**src/rtl/multicycle_pkg.sv**
```systemverilog
// Shared types and encodings for the multicycle processor control path.
package multicycle_pkg;

  typedef enum logic [3:0] {
    OP_NOP = 4'd0,
    OP_ADD = 4'd1,
    OP_ADC = 4'd2,
    OP_AND = 4'd3,
    OP_OR  = 4'd4,
    OP_LDA = 4'd5,
    OP_STA = 4'd6,
    OP_JMP = 4'd7,
    OP_JZ  = 4'd8,
    OP_JC  = 4'd9,
    OP_JN  = 4'd10,
    OP_HLT = 4'd11
  } opcode_t;

  typedef enum logic [2:0] {
    IDLE   = 3'd0,
    FETCH  = 3'd1,
    DECODE = 3'd2,
    EXEC   = 3'd3,
    MEM_RD = 3'd4,
    MEM_WR = 3'd5,
    HALT   = 3'd6
  } state_t;

  localparam logic [1:0] ALU_NONE = 2'd0;
  localparam logic [1:0] ALU_AND  = 2'd1;
  localparam logic [1:0] ALU_OR   = 2'd2;
  localparam logic [1:0] ALU_ADD  = 2'd3;

  localparam int FLAG_C = 2;
  localparam int FLAG_Z = 1;
  localparam int FLAG_N = 0;

endpackage

```
**src/rtl/mem_wait_timer.sv**
```systemverilog
// Counts unacknowledged memory-request cycles and flags expiry on the last one.
module mem_wait_timer #(
  parameter int TIMEOUT = 15
) (
  input  logic clk,
  input  logic rst_n,
  input  logic clear_i,
  input  logic count_en_i,
  input  logic ack_i,
  output logic expire_o
);

  logic [7:0] cnt_q, cnt_d;

  always_comb begin
    cnt_d = cnt_q;
    if (clear_i) begin
      cnt_d = '0;
    end else if (count_en_i && !ack_i) begin
      cnt_d = cnt_q + 8'd1;
    end
  end

  always_ff @(posedge clk or negedge rst_n) begin
    if (!rst_n) begin
      cnt_q <= '0;
    end else begin
      cnt_q <= cnt_d;
    end
  end

  // An ack in the final cycle suppresses expiry.
  assign expire_o = count_en_i && !ack_i && (cnt_q == 8'(TIMEOUT - 1));

endmodule

```
**src/rtl/multicycle_controller.sv**
```systemverilog
// Control FSM sequencing fetch/decode/execute/memory phases with a flag register and memory timeout.
module multicycle_controller
  import multicycle_pkg::*;
#(
  parameter int OPW     = 4,
  parameter int TIMEOUT = 15
) (
  input  logic           clk,
  input  logic           rst_n,
  input  logic           start,
  input  logic [OPW-1:0] opcode,
  input  logic [2:0]     alu_czn,
  input  logic           mem_ack,
  output logic           mem_req,
  output logic           mem_we,
  output logic           addr_sel,
  output logic           ir_ld,
  output logic           pc_inc,
  output logic           pc_ld,
  output logic           acc_ld,
  output logic           acc_src,
  output logic [1:0]     alu_op,
  output logic           alu_cin,
  output logic [2:0]     flags,
  output logic           busy,
  output logic           halted,
  output logic           fault,
  output state_t         dbg_state
);

  state_t     state_q, state_d;
  logic [2:0] flags_q, flags_d;
  logic       fault_q, fault_d;
  logic       tmr_clear, tmr_count, expire;
  opcode_t    op;

  assign op = opcode_t'(opcode);

  // Memory handshake: mem_req holds until mem_ack; one ack completes one transfer.
  always_comb begin
    state_d  = state_q;
    flags_d  = flags_q;
    fault_d  = fault_q;
    mem_req  = 1'b0;
    mem_we   = 1'b0;
    addr_sel = 1'b0;
    ir_ld    = 1'b0;
    pc_inc   = 1'b0;
    pc_ld    = 1'b0;
    acc_ld   = 1'b0;
    acc_src  = 1'b0;
    alu_op   = ALU_NONE;
    alu_cin  = 1'b0;
    case (state_q)
      IDLE: if (start) state_d = FETCH;
      FETCH: begin
        mem_req = 1'b1;
        if (mem_ack) begin
          ir_ld   = 1'b1;
          pc_inc  = 1'b1;
          state_d = DECODE;
        end else if (expire) begin
          fault_d = 1'b1;
          state_d = HALT;
        end
      end
      DECODE: begin
        case (op)
          OP_ADD, OP_ADC, OP_AND, OP_OR: state_d = EXEC;
          OP_LDA: state_d = MEM_RD;
          OP_STA: state_d = MEM_WR;
          OP_NOP: state_d = FETCH;
          OP_JMP: begin pc_ld = 1'b1;              state_d = FETCH; end
          OP_JZ:  begin pc_ld = flags_q[FLAG_Z];   state_d = FETCH; end
          OP_JC:  begin pc_ld = flags_q[FLAG_C];   state_d = FETCH; end
          OP_JN:  begin pc_ld = flags_q[FLAG_N];   state_d = FETCH; end
          OP_HLT: state_d = HALT;
          default: begin
            fault_d = 1'b1;
            state_d = HALT;
          end
        endcase
      end
      EXEC: begin
        acc_ld = 1'b1;
        case (op)
          OP_ADD: alu_op = ALU_ADD;
          OP_ADC: begin alu_op = ALU_ADD; alu_cin = flags_q[FLAG_C]; end
          OP_AND: alu_op = ALU_AND;
          OP_OR:  alu_op = ALU_OR;
          default: alu_op = ALU_NONE;
        endcase
        flags_d = alu_czn;
        state_d = FETCH;
      end
      MEM_RD: begin
        mem_req  = 1'b1;
        addr_sel = 1'b1;
        if (mem_ack) begin
          acc_ld  = 1'b1;
          acc_src = 1'b1;
          state_d = FETCH;
        end else if (expire) begin
          fault_d = 1'b1;
          state_d = HALT;
        end
      end
      MEM_WR: begin
        mem_req  = 1'b1;
        mem_we   = 1'b1;
        addr_sel = 1'b1;
        if (mem_ack) begin
          state_d = FETCH;
        end else if (expire) begin
          fault_d = 1'b1;
          state_d = HALT;
        end
      end
      HALT: state_d = HALT;
      default: state_d = IDLE;
    endcase
  end

  // Any state change restarts the wait count, so each memory phase starts from zero.
  assign tmr_clear = (state_d != state_q);
  assign tmr_count = (state_q == FETCH) || (state_q == MEM_RD) || (state_q == MEM_WR);

  mem_wait_timer #(.TIMEOUT(TIMEOUT)) u_timer (
    .clk       (clk),
    .rst_n     (rst_n),
    .clear_i   (tmr_clear),
    .count_en_i(tmr_count),
    .ack_i     (mem_ack),
    .expire_o  (expire)
  );

  always_ff @(posedge clk or negedge rst_n) begin
    if (!rst_n) begin
      state_q <= IDLE;
      flags_q <= '0;
      fault_q <= 1'b0;
    end else begin
      state_q <= state_d;
      flags_q <= flags_d;
      fault_q <= fault_d;
    end
  end

  assign flags     = flags_q;
  assign fault     = fault_q;
  assign busy      = (state_q != IDLE) && (state_q != HALT);
  assign halted    = (state_q == HALT);
  assign dbg_state = state_q;

endmodule

```
**config.mk**
```make
export PLATFORM = sky130hd
export DESIGN_NAME = multicycle_controller
export DESIGN_NICKNAME = d
export VERILOG_FILES = /design/src/rtl/multicycle_pkg.sv /design/src/rtl/mem_wait_timer.sv /design/src/rtl/multicycle_controller.sv
export SDC_FILE = /design/constraint.sdc
export NUM_CORES = 1
export LEC_CHECK = 0
export CELL_PAD_IN_SITES_DETAIL_PLACEMENT = 1
export CELL_PAD_IN_SITES_GLOBAL_PLACEMENT = 2
export CORE_MARGIN = 4
export CORE_UTILIZATION = 30
export DETAILED_ROUTE_END_ITERATION = 10
export PLACE_DENSITY_LB_ADDON = 0.1
export SYNTH_ARGS = -nofsm -noshare
export SYNTH_HDL_FRONTEND = slang
export SYNTH_SLANG_ARGS = --single-unit
```
**constraint.sdc**
```tcl
create_clock -name clk -period 3.45 [get_ports clk]
set_input_delay 0.69 -clock clk [delete_from_list [all_inputs] [get_ports clk]]
set_output_delay 0.69 -clock clk [all_outputs]
set_load 0.01 [all_outputs]
```
==> results.md <==
* Status: complete, no violations
* Crit path time final at 3300 ps
* Worst r2r path cells at 7
* Synth Flop Type: dfrtp_1
* Adder-Cell Fraction of Synth Area at under 10%
* CP max stage cell: clkdlybuf4s50_1
* Reg2reg start: u_timer.cnt_q[0]
* Setup CP Type: in -> out
* Top cells by area, synth: dfrtp_1 (33%), nor2_1 (5.2%), xor2_1 (4.6%)
* Worst R2R End: dbg_state[0]
* # fillers at roughly 450
* DP HPWL at about 2300 um
* Initial Util at a little under a third
* Largest net degree at the start of global routing at 16
* FMAX at 303 MHz
* Setup Viol. Count Final at 0
* First-pass GRT wire length at 5420 um
* Clk buf depth at 2
* Slowest stage delay, CP at 720 ps
* Vias in the first global route at 1096
* Syn Std Cell Area at 1150 sq um
* Hold depth at 2
* Hold-fix buffers, CTS at 0
* Clock sink total at 15
* CP Capture Type: output port
* TritonRoute pass-1 iters at 4
* Max Cap Viol at 0
* Core Box Area at 3690 sq um
* Top-area cell type share of the netlist area at around 33%
* Leak Pwr at 0.589 nW
* Routability Congestion at around 0.77
* Die area at between 4000 and 5000 sq um
* Pwr Density at around 670 nW/um^2
* Most used cell, CP: clkdlybuf4s50_1
* Max-slew violations at 0
* Via density at 4.99
* Layout Nets at around 170
* CP Cell Sequence: clkdlybuf4s50_1, nor2b_1, a32o_1, a32oi_1, nor3_1, clkdlybuf4s50_1
* Most frequent cell after synthesis: nor2_1
* Worst-path clk slew at 60 ps
* FF-to-FF setup slack at approximately 1600 ps
* XOR/XNOR Fraction of Synth Area at 6.07%
* Arrival @ worst endpoint at 2610 ps
* Antenna Nets Post-Route at 0
* Top cell type by total area after synthesis: dfrtp_1
* Worst Tran Pin Value at slightly above 700 ps
* Die Wd at approximately 70 um
* Buf/Inv on CP at 2
* Total CTS buffers at 3
* Hold WC Path Type: reg -> reg
* Rel. slew slack at 51.4%
* RSZ-0062 raised after global routing: no
* Yosys Warn Count at 0
* Layout cells sized above 1 at approximately 17%
* Worst Setup SP: opcode[0]
* Tcrit/Tclk final at 95.7%
* Root cell of the clock tree: clkbuf_8
* Via count at 1012
* Drt total wl at 3010 um
* Syn_area_per_cell at slightly above 9 sq um
* Post-synthesis compound-gate area fraction at 20.1%
* Main combinational cell family by area after synthesis: simple AND/OR/NAND/NOR gates
* Hold Vio Cnt, Final at 0
* Post-synth ARST share at 100%
* Simple logic cell fraction of the synthesized area at between 20% and 30%
* Fin area at between 1500 and 2000 sq um
* Total GRT Usage at between 10% and 20%
* Hold wc startpoint: fault
* Yosys cell types at 47
* Hold Path Sink: fault
* Setup Skew at 1.92 ps
* CTS tree: yes
* # DRC at 0
* EDFF count, synth at 0
* Seq/Total Area, Yosys at 32.5%
* Htree depth at 1
* CP required at 2760 ps
* Synth Register Bits at 15
* Area Overhead vs Synth at 32.2%
* Placed cell area at 1480 sq um
* Top post-synthesis cells by count: nor2_1 (16), dfrtp_1 (15), nand2_1 (8)
* Critical path peak fanout at 12
* Setup TNS Final at 0 ps
* Synth Instances at 126
* Gates resized, CTS repair at 0
* Mux cell area share after synthesis at 3.90%
* Grt ovf at 0
* Startpoint class of the critical path: input port
* I/O Pins at 31
* Height of the die at about 70 um
* Row cnt at 22
* Syn_nets at 139
* Worst skew pair latency at 240 ps
* Initial antenna violation count at 0
* Ant diodes at 0
* Routed len/inst at approximately 15 um
* CP delay by family, top: buffers and inverters
* Post-CTS Repair Setup Buffers at 0
* Max rail drop VDD at approximately 0.27 mV
* DR iter-0 viols at 68
* PortBufs at 30
final cells by class:
cell class                      count  area (sq um)  area share (%)
Timing Repair Buffer               34           330            21.7
Tap cell                           48          60.1            3.94
Multi-Input combinational cell     97           696            45.6
Inverter                            5          18.8            1.23
Clock buffer                        4          45.0            2.95
Sequential cell                    15           375            24.6
stage by stage:
step / util [%] / instances / setup WS, ps / total power, mW / hold WS, ps
floorplan: - / 126 / 1230 / 0.652 / 394
global placement: 40.1 / 199 / 214 / 0.888 / 499
detailed placement: 40.1 / 199 / 174 / 0.892 / 514
CTS: 41.4 / 203 / 157 / 1.04 / 533
global route: 41.4 / 203 / 13.5 / 1.10 / 559
finish: 41.4 / 203 / 148 / 1.02 / 520
flip-flops by register name, summed over array words and instances, names as in the netlist:
signal / count
dbg_state: 3
fault: 1
flags: 3
u_timer.cnt_q: 8
worst max-delay path by stage:
stage	endpoint	slack (ps)	cells past startpoint
floorplan	pc_ld	1230	5
global placement	pc_ld	210	6
detailed placement	pc_ld	170	6
CTS	pc_ld	160	6
global route	pc_ld	10	6
finish	pc_ld	150	6
cell families after synthesis:
family / count (synthesis)
AO/OA/AOI/OAI: 26
adder cells (fa/ha/maj): 2
multiplexers: 4
AND/OR/NAND/NOR: 57
buffers and inverters: 14
XOR/XNOR: 8
flip-flops: 15
layer usage:
metal	vias to the layer above	wire length, um	global-route usage [%]	share of wire, %
li1	512	-	-	-
met1	486	1390	16.6	46
met2	12	1510	23.0	50
met3	2	92	3.02	3.1
met4	0	17	3.62	0.56
met5	-	0	0	0
report_power, final:
part	internal, mW	switching [mW]	leakage [nW]
logic	0.293	0.296	0.373
clock network	0.0817	0.0606	0.0228
registers	0.221	0.0641	0.194
placed cells by master (no fill, tap or decap), drive strengths merged, types with 2 or more instances in the layout:
cell           instances
dfrtp                 15
xnor2                  2
nor2                  20
a21oi                  8
buf                    4
nor4                   2
or4b                   2
nand4                  4
xor2                   6
clkdlybuf4s50         30
ha                     2
clkbuf                 4
nand2                  9
nand3                  2
o21ai                  5
and2                   2
nor2b                  3
inv                    5
and3                   2
nor3                   5
o221ai                 2
mux2                   4
tightest hold or removal path: cells and delay by family (launching register included):
kind | cells | cell delay, ps
flops | 1 | 370
compound gates | 1 | 60
simple gates | 1 | 60
Note: power is estimated with default switching activity, not from simulation.
